--- src/rtl/vga_pkg.sv ---
// Shared timing defaults (640x480@60), FSM state type and RGB565 colour-bar constants
// for the VGA FIFO reader.
package vga_pkg;

  localparam int unsigned VGA_H_ACTIVE = 640;
  localparam int unsigned VGA_H_FP     = 16;
  localparam int unsigned VGA_H_SYNC   = 96;
  localparam int unsigned VGA_H_BP     = 48;
  localparam int unsigned VGA_V_ACTIVE = 480;
  localparam int unsigned VGA_V_FP     = 10;
  localparam int unsigned VGA_V_SYNC   = 2;
  localparam int unsigned VGA_V_BP     = 33;
  localparam int unsigned VGA_H_TOTAL  = VGA_H_ACTIVE + VGA_H_FP + VGA_H_SYNC + VGA_H_BP;
  localparam int unsigned VGA_V_TOTAL  = VGA_V_ACTIVE + VGA_V_FP + VGA_V_SYNC + VGA_V_BP;

  typedef enum logic {S_WAIT, S_RUN} state_t;

  localparam logic [15:0] RGB_WHITE   = 16'hFFFF;
  localparam logic [15:0] RGB_YELLOW  = 16'hFFE0;
  localparam logic [15:0] RGB_CYAN    = 16'h07FF;
  localparam logic [15:0] RGB_GREEN   = 16'h07E0;
  localparam logic [15:0] RGB_MAGENTA = 16'hF81F;
  localparam logic [15:0] RGB_RED     = 16'hF800;
  localparam logic [15:0] RGB_BLUE    = 16'h001F;
  localparam logic [15:0] RGB_BLACK   = 16'h0000;

  function automatic logic [15:0] bar_color(input logic [2:0] idx);
    case (idx)
      3'd0:    bar_color = RGB_WHITE;
      3'd1:    bar_color = RGB_YELLOW;
      3'd2:    bar_color = RGB_CYAN;
      3'd3:    bar_color = RGB_GREEN;
      3'd4:    bar_color = RGB_MAGENTA;
      3'd5:    bar_color = RGB_RED;
      3'd6:    bar_color = RGB_BLUE;
      default: bar_color = RGB_BLACK;
    endcase
  endfunction

endpackage

--- src/rtl/vga_fifo_reader_if.sv ---
// Pixel-FIFO read port plus video pin bundle; master = the FIFO reader.
interface vga_fifo_reader_if #(
  parameter int unsigned B = 16
);
  logic         fifo_empty;
  logic [B-1:0] fifo_rd_data;
  logic         fifo_rd;
  logic         hsync_n;
  logic         vsync_n;
  logic         de;
  logic [B-1:0] pixel;

  modport master (
    input  fifo_empty, fifo_rd_data,
    output fifo_rd, hsync_n, vsync_n, de, pixel
  );

  modport slave (
    output fifo_empty, fifo_rd_data,
    input  fifo_rd, hsync_n, vsync_n, de, pixel
  );
endinterface

--- src/rtl/vga_timing_gen.sv ---
// Raster h/v counters with stage-0 active/sync decode and frame-boundary flags.
// VGA_TEST_PATTERN_EN adds the colour-bar index output.
module vga_timing_gen
  import vga_pkg::*;
#(
  parameter int unsigned H_ACTIVE = VGA_H_ACTIVE,
  parameter int unsigned H_FP     = VGA_H_FP,
  parameter int unsigned H_SYNC   = VGA_H_SYNC,
  parameter int unsigned H_BP     = VGA_H_BP,
  parameter int unsigned V_ACTIVE = VGA_V_ACTIVE,
  parameter int unsigned V_FP     = VGA_V_FP,
  parameter int unsigned V_SYNC   = VGA_V_SYNC,
  parameter int unsigned V_BP     = VGA_V_BP
) (
  input  logic       clk,
  input  logic       rst_n,
  output logic       active,
  output logic       hs,
  output logic       vs,
  output logic       frame_origin,
`ifdef VGA_TEST_PATTERN_EN
  output logic [2:0] bar_idx,
`endif
  output logic       frame_end
);
  localparam int unsigned H_TOTAL = H_ACTIVE + H_FP + H_SYNC + H_BP;
  localparam int unsigned V_TOTAL = V_ACTIVE + V_FP + V_SYNC + V_BP;
  localparam int unsigned HW = $clog2(H_TOTAL);
  localparam int unsigned VW = $clog2(V_TOTAL);

  localparam logic [HW-1:0] H_LAST = HW'(H_TOTAL - 1);
  localparam logic [HW-1:0] H_ACT  = HW'(H_ACTIVE);
  localparam logic [HW-1:0] H_SS   = HW'(H_ACTIVE + H_FP);
  localparam logic [HW-1:0] H_SE   = HW'(H_ACTIVE + H_FP + H_SYNC);
  localparam logic [VW-1:0] V_LAST = VW'(V_TOTAL - 1);
  localparam logic [VW-1:0] V_ACT  = VW'(V_ACTIVE);
  localparam logic [VW-1:0] V_SS   = VW'(V_ACTIVE + V_FP);
  localparam logic [VW-1:0] V_SE   = VW'(V_ACTIVE + V_FP + V_SYNC);

  logic [HW-1:0] h_cnt;
  logic [VW-1:0] v_cnt;

  always_ff @(posedge clk or negedge rst_n) begin
    if (!rst_n) begin
      h_cnt <= '0;
      v_cnt <= '0;
    end else if (h_cnt == H_LAST) begin
      h_cnt <= '0;
      v_cnt <= (v_cnt == V_LAST) ? '0 : v_cnt + VW'(1);
    end else begin
      h_cnt <= h_cnt + HW'(1);
    end
  end

  assign active       = (h_cnt < H_ACT) && (v_cnt < V_ACT);
  assign hs           = (h_cnt >= H_SS) && (h_cnt < H_SE);
  assign vs           = (v_cnt >= V_SS) && (v_cnt < V_SE);
  assign frame_origin = (h_cnt == '0) && (v_cnt == '0);
  assign frame_end    = (h_cnt == H_LAST) && (v_cnt == V_LAST);

`ifdef VGA_TEST_PATTERN_EN
  assign bar_idx = 3'(h_cnt / HW'(H_ACTIVE / 8));
`endif

endmodule

--- src/rtl/vga_fifo_reader.sv ---
// VGA raster consumer of the pixel FIFO: read control, 2-stage output pipeline,
// WAIT/RUN frame FSM and sticky underflow. VGA_TEST_PATTERN_EN adds test_mode colour bars.
module vga_fifo_reader
  import vga_pkg::*;
#(
  parameter int unsigned B        = 16,
  parameter int unsigned H_ACTIVE = VGA_H_ACTIVE,
  parameter int unsigned H_FP     = VGA_H_FP,
  parameter int unsigned H_SYNC   = VGA_H_SYNC,
  parameter int unsigned H_BP     = VGA_H_BP,
  parameter int unsigned V_ACTIVE = VGA_V_ACTIVE,
  parameter int unsigned V_FP     = VGA_V_FP,
  parameter int unsigned V_SYNC   = VGA_V_SYNC,
  parameter int unsigned V_BP     = VGA_V_BP,
  parameter logic [B-1:0] FILL    = '0
) (
  input  logic clk,
  input  logic rst_n,
  input  logic enable,
  input  logic clr_underflow,
`ifdef VGA_TEST_PATTERN_EN
  input  logic test_mode,
`endif
  output logic frame_start,
  output logic underflow,
  vga_fifo_reader_if.master bus
);
  state_t       state, state_nxt;
  logic         active, hs, vs, frame_origin, frame_end;
  logic         rd, uf_hit, tm;
  logic         active_s1, hs_s1, vs_s1, fetched_s1;
  logic [B-1:0] pixel_nxt;

`ifdef VGA_TEST_PATTERN_EN
  logic [2:0] bar_idx, bar_s1;
  logic       tm_s1;
  assign tm = test_mode;
`else
  assign tm = 1'b0;
`endif

  vga_timing_gen #(
    .H_ACTIVE(H_ACTIVE), .H_FP(H_FP), .H_SYNC(H_SYNC), .H_BP(H_BP),
    .V_ACTIVE(V_ACTIVE), .V_FP(V_FP), .V_SYNC(V_SYNC), .V_BP(V_BP)
  ) u_timing (
    .clk(clk),
    .rst_n(rst_n),
    .active(active),
    .hs(hs),
    .vs(vs),
    .frame_origin(frame_origin),
`ifdef VGA_TEST_PATTERN_EN
    .bar_idx(bar_idx),
`endif
    .frame_end(frame_end)
  );

  // The decision is taken on the last raster position so the new state is
  // already in effect while the counters sit at (0,0); no frame is truncated.
  always_comb begin
    state_nxt = state;
    rd        = 1'b0;
    uf_hit    = 1'b0;
    if (state == S_RUN && active && !tm) begin
      rd     = !bus.fifo_empty;
      uf_hit = bus.fifo_empty;
    end
    if (frame_end) begin
      case (state)
        S_WAIT:  if (enable && !bus.fifo_empty) state_nxt = S_RUN;
        S_RUN:   if (!enable) state_nxt = S_WAIT;
        default: state_nxt = S_WAIT;
      endcase
    end
  end

  assign bus.fifo_rd = rd;

  always_ff @(posedge clk or negedge rst_n) begin
    if (!rst_n) state <= S_WAIT;
    else        state <= state_nxt;
  end

  always_comb begin
    pixel_nxt = fetched_s1 ? bus.fifo_rd_data : FILL;
`ifdef VGA_TEST_PATTERN_EN
    if (tm_s1 && active_s1) pixel_nxt = B'(bar_color(bar_s1));
`endif
  end

  always_ff @(posedge clk or negedge rst_n) begin
    if (!rst_n) begin
      active_s1   <= 1'b0;
      hs_s1       <= 1'b0;
      vs_s1       <= 1'b0;
      fetched_s1  <= 1'b0;
      frame_start <= 1'b0;
      bus.de      <= 1'b0;
      bus.hsync_n <= 1'b1;
      bus.vsync_n <= 1'b1;
      bus.pixel   <= FILL;
      underflow   <= 1'b0;
    end else begin
      active_s1   <= active;
      hs_s1       <= hs;
      vs_s1       <= vs;
      fetched_s1  <= rd;
      frame_start <= frame_origin;
      bus.de      <= active_s1;
      bus.hsync_n <= !hs_s1;
      bus.vsync_n <= !vs_s1;
      bus.pixel   <= pixel_nxt;
      if (uf_hit)             underflow <= 1'b1;
      else if (clr_underflow) underflow <= 1'b0;
    end
  end

`ifdef VGA_TEST_PATTERN_EN
  always_ff @(posedge clk or negedge rst_n) begin
    if (!rst_n) begin
      tm_s1  <= 1'b0;
      bar_s1 <= '0;
    end else begin
      tm_s1  <= tm;
      bar_s1 <= bar_idx;
    end
  end
`endif

endmodule

--- src/flat_wrapper.sv ---
// flat-port wrapper written by rule: the top's interface ports become plain ports
module vga_fifo_reader_flat import vga_pkg::*;
#(
  parameter int unsigned B        = 16,
  parameter int unsigned H_ACTIVE = VGA_H_ACTIVE,
  parameter int unsigned H_FP     = VGA_H_FP,
  parameter int unsigned H_SYNC   = VGA_H_SYNC,
  parameter int unsigned H_BP     = VGA_H_BP,
  parameter int unsigned V_ACTIVE = VGA_V_ACTIVE,
  parameter int unsigned V_FP     = VGA_V_FP,
  parameter int unsigned V_SYNC   = VGA_V_SYNC,
  parameter int unsigned V_BP     = VGA_V_BP,
  parameter logic [B-1:0] FILL    = '0
)
  (clk, rst_n, enable, clr_underflow, frame_start, underflow, bus_fifo_empty, bus_fifo_rd_data, bus_fifo_rd, bus_hsync_n, bus_vsync_n, bus_de, bus_pixel);
  vga_fifo_reader_if #(.B(B)) bus_i ();
  input  logic clk;
  input  logic rst_n;
  input  logic enable;
  input  logic clr_underflow;
  output logic frame_start;
  output logic underflow;
  input wire logic [$bits(bus_i.fifo_empty)-1:0] bus_fifo_empty;
  input wire logic [$bits(bus_i.fifo_rd_data)-1:0] bus_fifo_rd_data;
  output wire logic [$bits(bus_i.fifo_rd)-1:0] bus_fifo_rd;
  output wire logic [$bits(bus_i.hsync_n)-1:0] bus_hsync_n;
  output wire logic [$bits(bus_i.vsync_n)-1:0] bus_vsync_n;
  output wire logic [$bits(bus_i.de)-1:0] bus_de;
  output wire logic [$bits(bus_i.pixel)-1:0] bus_pixel;
  assign bus_i.fifo_empty = bus_fifo_empty;
  assign bus_i.fifo_rd_data = bus_fifo_rd_data;
  assign bus_fifo_rd = bus_i.fifo_rd;
  assign bus_hsync_n = bus_i.hsync_n;
  assign bus_vsync_n = bus_i.vsync_n;
  assign bus_de = bus_i.de;
  assign bus_pixel = bus_i.pixel;
  vga_fifo_reader #(.B(B), .H_ACTIVE(H_ACTIVE), .H_FP(H_FP), .H_SYNC(H_SYNC), .H_BP(H_BP), .V_ACTIVE(V_ACTIVE), .V_FP(V_FP), .V_SYNC(V_SYNC), .V_BP(V_BP), .FILL(FILL)) u_core (.clk(clk), .rst_n(rst_n), .enable(enable), .clr_underflow(clr_underflow), .frame_start(frame_start), .underflow(underflow), .bus(bus_i));
endmodule
--- config.mk ---
export PLATFORM = sky130hd
export DESIGN_NAME = vga_fifo_reader_flat
export DESIGN_NICKNAME = d
export VERILOG_FILES = /design/src/rtl/vga_pkg.sv /design/src/rtl/vga_fifo_reader_if.sv /design/src/rtl/vga_timing_gen.sv /design/src/rtl/vga_fifo_reader.sv /design/src/flat_wrapper.sv
export SDC_FILE = /design/constraint.sdc
export NUM_CORES = 1
export LEC_CHECK = 0
export BUFFER_PORTS_ARGS = -buffer_cell sky130_fd_sc_hd__buf_2
export CAP_MARGIN = 20
export CORE_ASPECT_RATIO = 0.7
export CORE_MARGIN = 10
export CORE_UTILIZATION = 50
export CTS_BUF_LIST = sky130_fd_sc_hd__clkbuf_2 sky130_fd_sc_hd__clkbuf_4 sky130_fd_sc_hd__clkbuf_8
export DETAILED_ROUTE_END_ITERATION = 12
export GPL_TIMING_DRIVEN = 0
export PLACE_DENSITY = 0.85
export SKIP_CTS_REPAIR_TIMING = 1
export SLEW_MARGIN = 20
export SYNTH_ARGS = -nofsm -noshare
export SYNTH_HDL_FRONTEND = slang
export SYNTH_SLANG_ARGS = --single-unit
--- constraint.sdc ---
create_clock -name clk -period 3.2 [get_ports clk]
set_input_delay 0.16 -clock clk [delete_from_list [all_inputs] [get_ports clk]]
set_output_delay 0.16 -clock clk [all_outputs]
set_load 0.02 [all_outputs]
Word-level counts from Yosys, hierarchy flattened

Index checks and enable logic that the tools add are counted.

Bits in latches: 0
Bits in writable memories: 0
Output and inout port bits: 22
Bits of input ports: 21
Flip-flop bits (word level): 46
Memories: 0
Word-level logic and storage cells: 47
ROM bits: 0

Equal/unequal tests: 2
$lt $le $gt $ge: 6
Mux-type cells: 10
Shift-type cells: 0
Divide/modulo/power cells: 0
Reductions and logical operators: 13
Bitwise operators: 1
Multiply operators: 0
Add/sub/neg operators: 2

Operators by type and width:

| cell                                                  | count |
|---|---|
| adder 10 x 1 -> 10 bit (second input constant)        | 2 |
| equality test 10 bit (second input constant)          | 2 |
| zero test 10 bit                                      | 2 |
| < comparator 10 bit (second input constant)           | 2 |
| < comparator 10 x 9 -> 1 bit (second input constant)  | 2 |
| two-way mux 10 bit                                    | 2 |
| two-way mux 16 bit                                    | 1 |
| >= comparator 10 bit (second input constant)          | 1 |
| >= comparator 10 x 9 -> 1 bit (second input constant) | 1 |
| logical AND 1 bit                                     | 7 |
| two-way mux 1 bit                                     | 6 |
| zero test 1 bit                                       | 3 |
| case mux 1 bit (2 select lines)                       | 1 |
| nonzero test 2 bit                                    | 1 |
| NOT 1 bit                                             | 1 |

Depth between registers and ports, before layout

Gate-level depths: netlist (run 1).

Depth in word-level cells: 5
Depth in mapped cells: 6
Depth with buffers taken out: 6

Cells and area by module

Synthesis (run 1) repeated with hierarchy kept, for this count alone.

Cell total of the unflattened synthesis: 165
Area total of the unflattened synthesis: 1915.6 µm²

Modules (own cells, without submodules):

| module          | times used | sequential area each (µm²) | cells an instance | area each (µm²) |
|---|---|---|---|---|
| vga_timing_gen  | 1          | 500.5                      | 112               | 1088.5 |
| vga_fifo_reader | 1          | 653.1                      | 53                | 827.0 |

Worst setup path before layout (run 1)

Ideal clock, no wire load.

Path type: register to register
From: reg u_core.u_timing.h_cnt[0]
To: reg u_core.u_timing.v_cnt[9]
Stages on the path, launching flop included: 7
Setup time: 0.077 ns
Clock period less this slack: 1.989 ns
Path buffers: 1
Setup slack: 1.211 ns
Data required time: 3.123 ns
Data arrival time: 1.912 ns
Path through: dfrtp_1 > ha_1 > nand4_2 > or3_4 > buf_6 > or4_1 > a21oi_1

Word-level cells in the longest chain between the ends: 1

Ends and longest elaborated chain:

| element                | RTL line             | source |
|---|---|---|
| start, declared        | vga_timing_gen.sv:40 | `logic [HW-1:0] h_cnt;` |
| start signal, assigned | vga_timing_gen.sv:51 | `h_cnt <= h_cnt + HW'(1);` |
| equality test 10 bit   | vga_timing_gen.sv:47 | `end else if (h_cnt == H_LAST) begin` |
| end signal, assigned   | vga_timing_gen.sv:49 | `v_cnt <= (v_cnt == V_LAST) ? '0 : v_cnt + VW'(1);` |
| end, declared          | vga_timing_gen.sv:41 | `logic [VW-1:0] v_cnt;` |

No other way between the ends.
A chain may end at the register's enable or synchronous reset.

Final worst setup path (run 1)

Ends and elaborated chain as after synthesis.

==> metrics, run 1 <==
status completed; Least-Margin Pin Slew 0.6626 ns; clk slew on worst S/H paths 0.09 ns; Clock Sinks 46; routed vias 1,372; unrepaired setup endpoints after global routing no; pin count of the biggest net entering global routing 47; Hold WC Path Type in2reg; drc violations 0; DP Worst Slack 1.073 ns; initial antenna violation count 0; row count 18; CTS H-Tree Depth 2; cells after synthesis 166; Avg Cell Area, Syn 11.48 sq um; max_slew headroom 0.5548; WL final 3741 um; Antenna Nets Post-Route 0; Max Freq 466.1 MHz; Num CTS Buffers 5; clk buf depth 2; grt total ovfl 0; Area growth syn-to-layout 20.62%; number of global-route vias before repair 1,231; post-synth design cell area 0.001906 sq mm; post-synthesis register bit count 46; crit start category flop; Setup CP Type reg2reg; minimum clock period 2.145 ns; Largest regs u_core.bus.pixel (16), u_core.u_timing.h_cnt (10), u_core.u_timing.v_cnt (10); Leak 1.163 nW; Nets 242; first-pass GRT wire length 5809 um; Core ar. 0.003603 sq mm; post-synthesis sequential area ratio 0.6054; Fin. Hold Viols 0; max-slew violations 0; routed vias/inst 5.119; Placer Congestion 0.8153; synth unique cells 34; final worst setup slack 1.055 ns; die height 71.65 um; Routed WL per cell 13.96 um; Pwr Total 988.6 uW; Pre-antenna DRT Iters 4; clock root buffer clkbuf_8; CP arrival 2.37 ns; Ys Warns 0; antenna cell count 0; clock skew 0.007813 ns; syn_nets 191; critical path required time 3.43 ns; Largest Register u_core.bus.pixel; Period Utilization, post-route 0.6704; Finished Cell Area 0.002298 sq mm; Core Util, Final 0.6378; TritonCTS clock tree built; setup TNS 0 ns; layout cells sized above 1 0.2752; chip width 93.79 um; Initial Util 0.5288; post-DP HPWL 2774 um; maximum VDD drop 202.3 uV; DP Area 0.002178 sq mm; worst skew pair latency 0.29 ns; placed cells 258; maxcap violations 0; P per Cell Area 430.1 mW/mm^2; Critical Path Fanout Max 9; Die ar. 0.006720 sq mm; Tot GR Track Use 0.1065; Port Buf Inserts 42; hold slack 0.04546 ns; IO Pins 43; # setup viols final 0; flip-flop count of the largest register after layout 16; Iteration-0 DRC Markers 94; CP Capture Type flop; non-filler cells, final 268
## worst max-delay path: stages, from the launching register on
cell	delay, ns
dfrtp_1	0.41
ha_1	0.24
nand4_2	0.21
or3_4	0.44
buf_6	0.14
or4_1	0.49
a21oi_1	0.15
## cells in the final DEF (no fill, tap or decap), types with 2 or more instances in the layout
master,netlist,layout
buf_2,0,42
and2_1,16,16
nand2_1,5,5
nand2b_1,3,3
nor2_1,10,10
ha_1,4,4
xnor2_1,9,9
nor4_1,7,7
clkbuf_8,0,5
xor2_1,4,4
nand4_1,2,2
nand3b_1,2,2
and3_1,5,5
nor3_1,5,5
dfrtp_1,44,44
nand3_1,15,15
o21ai_0,6,6
buf_6,2,2
inv_1,9,9
dfstp_2,2,2
## where the power goes
group,internal (mW),switching (mW),total (mW)
clock network,0.163,0.187,0.349
logic,0.0200,0.0288,0.0488
registers,0.588,0.00258,0.591
## cells in the mapped netlist
library cell / number / area (sq um)
nand4_2: 1 / 12.51
nor2_1: 10 / 37.54
a21o_1: 1 / 7.510
dfstp_2: 2 / 52.55
o211ai_1: 1 / 7.510
nor3b_1: 1 / 7.510
clkbuf_2: 1 / 5.000
xor2_1: 4 / 35.03
o21ai_0: 6 / 30.03
a21oi_1: 1 / 5.000
or3_4: 1 / 11.26
nand3_1: 15 / 75.07
buf_6: 2 / 22.52
and3_1: 5 / 31.28
nor4_1: 7 / 43.79
inv_1: 9 / 33.78
xnor2_1: 9 / 78.83
dfrtp_1: 44 / 1101
nand3b_1: 2 / 15.01
and2_1: 16 / 100.1
ha_1: 4 / 50.05
o31ai_1: 1 / 7.510
nand4_1: 2 / 12.51
or4_1: 1 / 7.510
o31a_1: 1 / 8.760
o32a_2: 1 / 11.26
and2_2: 1 / 7.510
or2_1: 1 / 6.260
nor2b_1: 1 / 6.260
clkbuf_1: 1 / 3.750
nand2b_1: 3 / 18.77
and3b_1: 1 / 8.760
nor3_1: 5 / 25.02
nand2_1: 5 / 18.77
## area by class of cell
class / count / area (sq um)
buffer: 4 / 31.28
clock buffer: 6 / 76.32
clock inverter: 2 / 13.76
fill: 296 / 1305
inverter: 9 / 33.78
multi-input combinational: 107 / 686.9
sequential: 46 / 1154
tap: 50 / 62.56
timing repair buffer: 44 / 240.2
## path summary, 6_finish.rpt
kind,endpoint,from,slack (ns),cells after the start
max,u_core.u_timing.v_cnt[9],u_core.u_timing.h_cnt[0],1.05,6
min,u_core.fetched_s1,bus_fifo_empty,0.05,2
max reg2reg,u_core.u_timing.v_cnt[9],u_core.u_timing.h_cnt[0],1.05,6
min reg2reg,u_core.bus.vsync_n,u_core.vs_s1,0.36,1
max in group asynchronous,u_core.bus.vsync_n,rst_n,2.40,3
min in group asynchronous,u_core.u_timing.h_cnt[7],rst_n,0.28,2
## layer usage
layer | track usage | part of all wire | vias to the layer above
met5 | 0 | 0 | -
met4 | 0.02857 | 0.0078 | 0
met2 | 0.1461 | 0.38 | 67
li1 | - | - | 666
met1 | 0.1427 | 0.48 | 634
met3 | 0.05515 | 0.13 | 5
## logic make-up after synthesis
group                    count (synthesis)  share of synthesized area
AO/OA/AOI/OAI                           12                    0.04071
XOR/XNOR                                13                    0.05975
adder cells (fa/ha/maj)                  4                    0.02627
buffers and inverters                   13                    0.03414
flip-flops                              46                     0.6054
AND/OR/NAND/NOR                         78                     0.2338
Power figures use the tool's default switching activity.
==> run 2, diff against run 1 <==
- ABC_AREA: default -> 1
- PLACE_DENSITY: 0.85 -> 0.87
- clock period: 3.2 -> 1.9 ns (I/O delays scaled with it)
==> run 2 against run 1 <==
  * The flow now finishes with violations (hold timing)
  * Total power increased by 90%
  * Non-clock buffer count increased by 12
  * Worst setup slack got worse by 0.92 ns
  * Sequential share of layout area decreased by 6.1 points
  * Combinational power increased to 2.8 times the previous value
  * Core utilization increased by 1.8 points
  * Critical endpoint is now bus_fifo_rd
  * Critical path depth decreased by 2
  * Worst hold slack got worse by 0.060 ns
  * Sequential power increased by 69%
  * Clock power increased by 110%
  * Final cell count increased by 32%
  * Clock skew increased by 0.0019 ns
==> metrics, run 2 <==
Antenna Nets Post-Route 0 (unchanged); first-pass GRT wire length 7776 um (+34%); commonest non-fill, non-tap cell in the layout nand2_1; Nets 326 (+35%); Seq pwr share 0.535 (-0.062); r2r endpoint u_core.u_timing.v_cnt[9]; clock root buffer clkbuf_8; setup TNS 0 ns (unchanged); met2 Use GR 0.1837 (+0.03755); Sw Pwr 417.2 uW (+91%); post-synthesis sequential area ratio 0.5501 (-0.05526); delay-heaviest family, CP simple AND/OR/NAND/NOR gates; Critical Path Fanout Max 6 (-3); layout cells sized above 1 0.2053 (-0.06993); Placer Congestion 0.8718 (+6.9%); Tot GR Track Use 0.1335 (+0.02700); pin count of the biggest net entering global routing 47 (unchanged); Filler Cells Inserted 302 (+2.0%); critical path required time 1.80 ns (-1.63 ns); Port Buf Inserts 42 (unchanged); worst skew pair latency 0.30 ns (about the same); Comb power frac 0.072 (+0.023); Synth top area share 0.5251 (-0.05275); hold slack -0.01426 ns (-0.05971 ns); routed vias/inst 5.045 (-1.4%); post-DP HPWL 3443 um (+24%); grt met1 use 0.1861 (+0.04343); cells along the critical path nand2_1, nor2_1, nor4_1, buf_2; crit path max-delay cell type dfrtp_1; clk buf depth 2 (unchanged); max-slew violations 0 (unchanged); syn_nets 264 (+38%); count leader, synth nand2_1; multi-input logic area 742.0 sq um (+8.0%); status finished with violations; Routed WL per cell 14.43 um (+3.3%); initial antenna violation count 0 (unchanged); Num CTS Buffers 5 (unchanged); Fin. Hold Viols 5 (+5); Core Util, Final 0.6557 (+0.01785); antenna cell count 0 (unchanged); chip width 97.41 um (+3.9%); number of global-route vias before repair 1,605 (+30%); async set or reset register ratio after synthesis 1.000 (unchanged); Core ar. 0.003994 sq mm (+11%); worst hold endpoint u_core.bus.pixel[12]; clock skew 0.009674 ns (+0.001861 ns); failing checks hold timing; Die ar. 0.007226 sq mm (+7.5%); worst hold path depth 3 (+1); grt met3 use 0.05643 (+0.001278); Ys Warns 0 (unchanged); synth unique cells 26 (-24%); Internal 1.459 mW (+89%); Avg Cell Area, Syn 8.774 sq um (-24%); minimum clock period 1.761 ns; maxcap violations 0 (unchanged); row count 19 (+1); maximum VDD drop 451.2 uV (+120%); non-filler cells, final 354 (+32%); reg2reg setup slack 0.28 ns (-0.77 ns); max incr delay on CP 0.44 ns (-0.05 ns); post-synthesis register bit count 46 (unchanged); r2r worst-path depth 6 (unchanged); Initial Util 0.5251 (-0.003757); cells after synthesis 239 (+44%); Setup CP Type reg2out; TritonCTS clock tree built; P per Cell Area 716.3 mW/mm^2 (+67%); Pre-antenna DRT Iters 4 (unchanged); routed vias 1,786 (+30%); Hold Path Origin bus_fifo_rd_data[12]; crit start category flop; Synth top cells by count nand2_1, inv_1, dfrtp_1; CP arrival 1.67 ns (-0.70 ns); number of enable flip-flop cells after synthesis 0 (unchanged); post-synth design cell area 0.002097 sq mm (+10%); Area growth syn-to-layout 24.88%; max_slew headroom 0.6354 (+0.08055); drc violations 0 (unchanged); placed cells 333 (+29%); Iteration-0 DRC Markers 137 (+46%); # setup viols final 0 (unchanged); WL final 5107 um (+37%); Post-synth top flop dfrtp_1; Sw Ratio 0.2224 (+0.001818); final worst setup slack 0.1390 ns (-0.9157 ns); CTS H-Tree Depth 2 (unchanged); CP Capture Type output pin; grt total ovfl 0 (unchanged); die height 74.19 um (+3.5%); GR peak layer met1; Clk pwr share 0.392 (+0.039); Clock Sinks 46 (unchanged); flip-flop count of the largest register after layout 16 (unchanged); Period Utilization, post-route 0.9268; Largest regs u_core.bus.pixel (16), u_core.u_timing.h_cnt (10), u_core.u_timing.v_cnt (10); Buf+Inv Stages, Crit Path 1 (unchanged); clk slew on worst S/H paths 0.09 ns (about the same); unrepaired setup endpoints after global routing no; most frequent cells in the layout nand2_1, inv_1, dfrtp_1, buf_2, nor2_1; Hold WC Path Type in2reg; register area 0.001154 sq mm (unchanged); Leak 1.420 nW (+22%); Reg-to-Reg Start u_core.u_timing.h_cnt[0]; DP Worst Slack 0.3125 ns (-0.7608 ns); IO Pins 43 (unchanged); Synth area leader dfrtp_1; Largest Register u_core.bus.pixel; Max Freq 567.9 MHz; Least-Margin Pin Slew 0.5469 ns (-0.1157 ns); dominant cells by area after synthesis dfrtp_1, nand2_1, inv_1
## run 2: changes by cell type after synthesis, sizes merged, moves of 5 or more
cell,change
nand2,+47
and2,-17
o21ai,+5
nor2,+16
and3,-5
inv,+37
xnor2,-8
nand4,+8
## run 2: cells by family (layout without fill, tap and decap cells)
logic type,count (synthesis),after routing,share of synthesized area
DFF,46,46,0.5501
AOI/OAI and AO/OA,16,16,0.04117
and+or+nand+nor,115,115,0.2595
adders and majority gates,4,4,0.02387
buffers and inverters,51,114,0.09606
xor gates and xnor gates,7,7,0.02924
## run 2: worst max path at each step
stage / end / cells past startpoint / start / slack [ns]
3_5_place_dp: u_core.u_timing.v_cnt[9] / 6 / u_core.u_timing.h_cnt[0] / 0.31
6_report: bus_fifo_rd / 4 / u_core.u_timing.v_cnt[7] / 0.14
3_3_place_gp: u_core.u_timing.v_cnt[9] / 6 / u_core.u_timing.h_cnt[0] / 0.36
4_1_cts: bus_fifo_rd / 4 / u_core.u_timing.v_cnt[5] / 0.16
5_1_grt: bus_fifo_rd / 4 / u_core.u_timing.v_cnt[5] / 0.09
2_1_floorplan: u_core.fetched_s1 / 3 / u_core.u_timing.v_cnt[5] / 0.38
## run 2: area by class of cell
type,count,share of cell area
buffer,5,0.01099
clock buffer,6,0.02914
clock inverter,2,0.01433
inverter,46,0.06593
multi-input combinational,142,0.2833
sequential,46,0.4405
tap,52,0.02484
timing repair buffer,55,0.1309
## run 2: power by group through the flow
| stage | clock network, mW | logic [mW] | registers (mW) |
|---|---|---|---|
| after CTS | 0.758 | 0.112 | 1.00 |
| after global placement | 0 | 0.111 | 1.02 |
| after global routing | 0.804 | 0.151 | 1.01 |
| after detailed placement | 0 | 0.112 | 1.02 |
| after floorplan | 0 | 0.0205 | 1.05 |
| final | 0.736 | 0.136 | 1.00 |
## run 2: per-layer routing
layer  share of wire  up-vias  routed length, um
li1                -      866                  -
met1            0.46      829               2360
met2            0.41       87               2097
met3            0.12        4                606
met4          0.0082        0                 42
met5               0        -                  0
## run 2: worst reg2reg max path, cell delays in order, from the launching register on
cell and delay [ns]:
dfrtp_1 0.44, ha_1 0.25, nand4_1 0.21, nor2_2 0.36, nand4_1 0.14, nand2_1 0.10
nor2_1 0.04
## run 2: stage by stage
step | total power [mW] | hold WS, ns | instance area, sq um
after global routing | 1.961 | -0.01557 | 2619
after detailed placement | 1.134 | 0.2882 | 2372
final | 1.876 | -0.01426 | 2619
after floorplan | 1.068 | -0.2006 | 2097
after CTS | 1.874 | -0.02854 | 2486
after global placement | 1.132 | 0.2825 | 2372
==> run 3, diff against run 2 <==
- CORE_ASPECT_RATIO: 0.7 -> 1.1
==> run 3 against run 2 <==
  * The run still ends with hold timing left
  * Critical path type unchanged
  * Final cell count is 2.8% lower
  * Sequential power about the same
  * Worst hold slack worse by 0.043 ns
  * Flip-flop and latch count is the same
  * Non-clock buffer count shrank 10
  * Largest cell class unchanged
  * Routed wire length decreased by 5.1%
  * Global-route usage down 0.11 points
  * Largest power group unchanged
  * Clock skew decreased by 0.0019 ns
  * Sequential share of layout area grew 1.3 points
==> metrics, run 3 (synthesis gave the netlist of run 2 again) <==
P per Cell Area 786.8 mW/mm^2 (+9.8%); max_slew headroom 0.3610 (-0.2744); post-DP HPWL 3427 um (-0.46%); minimum clock period 1.617 ns (-0.1443 ns); Hold WC Path Type in2async; crit start category flop; antenna cell count 0 (unchanged); max-slew violations 0 (unchanged); CTS H-Tree Depth 2 (unchanged); Finished Cell Area 0.002545 sq mm (-2.8%); DP Area 0.002372 sq mm (unchanged); non-filler cells, final 344 (-2.8%); die height 87.92 um (+19%); flip-flop count of the largest register after layout 16 (unchanged); row count 24 (+5); WL final 4844 um (-5.1%); Core ar. 0.003994 sq mm (unchanged); Initial Util 0.5251 (unchanged); routed vias/inst 5.055 (+0.20%); critical path required time 1.80 ns (about the same); failing checks hold timing; worst skew pair latency 0.30 ns (about the same); clock skew 0.007814 ns (-0.001860 ns); DP Worst Slack 0.3436 ns (+0.03104 ns); routed vias 1,739 (-2.6%); hold slack -0.05723 ns (-0.04298 ns); drc violations 0 (unchanged); Least-Margin Pin Slew 0.9585 ns (+0.4116 ns); status finished with violations; Die ar. 0.007187 sq mm (-0.54%); Routed WL per cell 14.08 um (-2.4%); final worst setup slack 0.2833 ns (+0.1443 ns); Max Freq 618.5 MHz (+8.9%); clk buf depth 2 (unchanged); number of global-route vias before repair 1,711 (+6.6%); Pre-antenna DRT Iters 4 (unchanged); Pwr Total 2.002 mW (+6.7%); first-pass GRT wire length 7624 um (-2.0%); Num CTS Buffers 5 (unchanged); initial antenna violation count 0 (unchanged); Period Utilization, post-route 0.8509 (-0.07594); Antenna Nets Post-Route 0 (unchanged); Leak 1.394 nW (-1.8%); Area growth syn-to-layout 21.36%; Clock Sinks 46 (unchanged); grt total ovfl 0 (unchanged); commonest non-fill, non-tap cell in the layout nand2_1; Tot GR Track Use 0.1324 (-0.001067); Iteration-0 DRC Markers 74 (-46%); placed cells 333 (unchanged); unrepaired setup endpoints after global routing no; Placer Congestion 0.9253 (+6.1%); TritonCTS clock tree built; layout cells sized above 1 0.2123 (+0.007031); Nets 316 (-3.1%); Setup CP Type reg2out; clock root buffer clkbuf_8; Largest regs u_core.bus.pixel (16), u_core.u_timing.h_cnt (10), u_core.u_timing.v_cnt (10); clk slew on worst S/H paths 0.08 ns (about the same); maximum VDD drop 410.0 uV (-9.1%); Largest Register u_core.bus.pixel; CP Capture Type output pin; chip width 81.75 um (-16%); most frequent cells in the layout nand2_1, inv_1, buf_2, dfrtp_1, nor2_1; IO Pins 43 (unchanged); CP arrival 1.52 ns (-0.15 ns); Filler Cells Inserted 305 (+0.99%); setup TNS 0 ns (unchanged); Fin. Hold Viols 52 (+47); maxcap violations 0 (unchanged); # setup viols final 0 (unchanged); Port Buf Inserts 42 (unchanged); Critical Path Fanout Max 6 (unchanged); pin count of the biggest net entering global routing 47 (unchanged)
run 3: cell type report:
type	instances	area [sq um]	area share
plain buffers	5	28.78	0.01131
well taps	52	65.06	0.02557
clock buffers	6	82.58	0.03245
clock inverters	2	60.06	0.02360
multi-input cells	142	742.0	0.2915
inverters	46	172.7	0.06785
repair buffers	45	240.2	0.09440
flip-flops and latches	46	1154	0.4533
run 3: per-layer routing:
layer | vias to the layer above | routed length (um) | GRT usage
li1 | 845 | - | -
met1 | 805 | 1875 | 0.1441
met2 | 81 | 2316 | 0.2332
met3 | 8 | 576 | 0.04508
met4 | 0 | 76 | 0.04489
met5 | - | 0 | 0
run 3: worst max-delay path, stage by stage (launching register included):
cell	delay, ns
dfrtp_1	0.46
nand2_1	0.12
nor2_1	0.09
nor4_1	0.31
buf_2	0.24
run 3: through the flow:
step	utilization	hold slack [ns]
after floorplan	-	-0.2006
after global placement	0.5940	0.2837
after detailed placement	0.5940	0.2899
after CTS	0.6297	-0.02589
after global routing	0.6372	0.003147
final	0.6372	-0.05723
run 3: final timing paths:
path                                           from                  endpoint  slack (ns)  depth (start not counted)
max                        u_core.u_timing.v_cnt[5]               bus_fifo_rd        0.28                          4
min                                           rst_n       u_core.bus.pixel[2]       -0.06                          1
max reg2reg                u_core.u_timing.h_cnt[0]  u_core.u_timing.v_cnt[9]        0.33                          6
min reg2reg                            u_core.hs_s1        u_core.bus.hsync_n        0.36                          1
max in group asynchronous                     rst_n       u_core.bus.pixel[6]        1.36                          1
min in group clk               bus_fifo_rd_data[14]      u_core.bus.pixel[14]       -0.02                          3
run 3: power by group:
group / internal, mW / switching [mW] / total, mW
clock network: 0.561 / 0.322 / 0.883
logic: 0.0401 / 0.0766 / 0.117
registers: 0.998 / 0.00534 / 1.00
total: 1.60 / 0.404 / 2.00
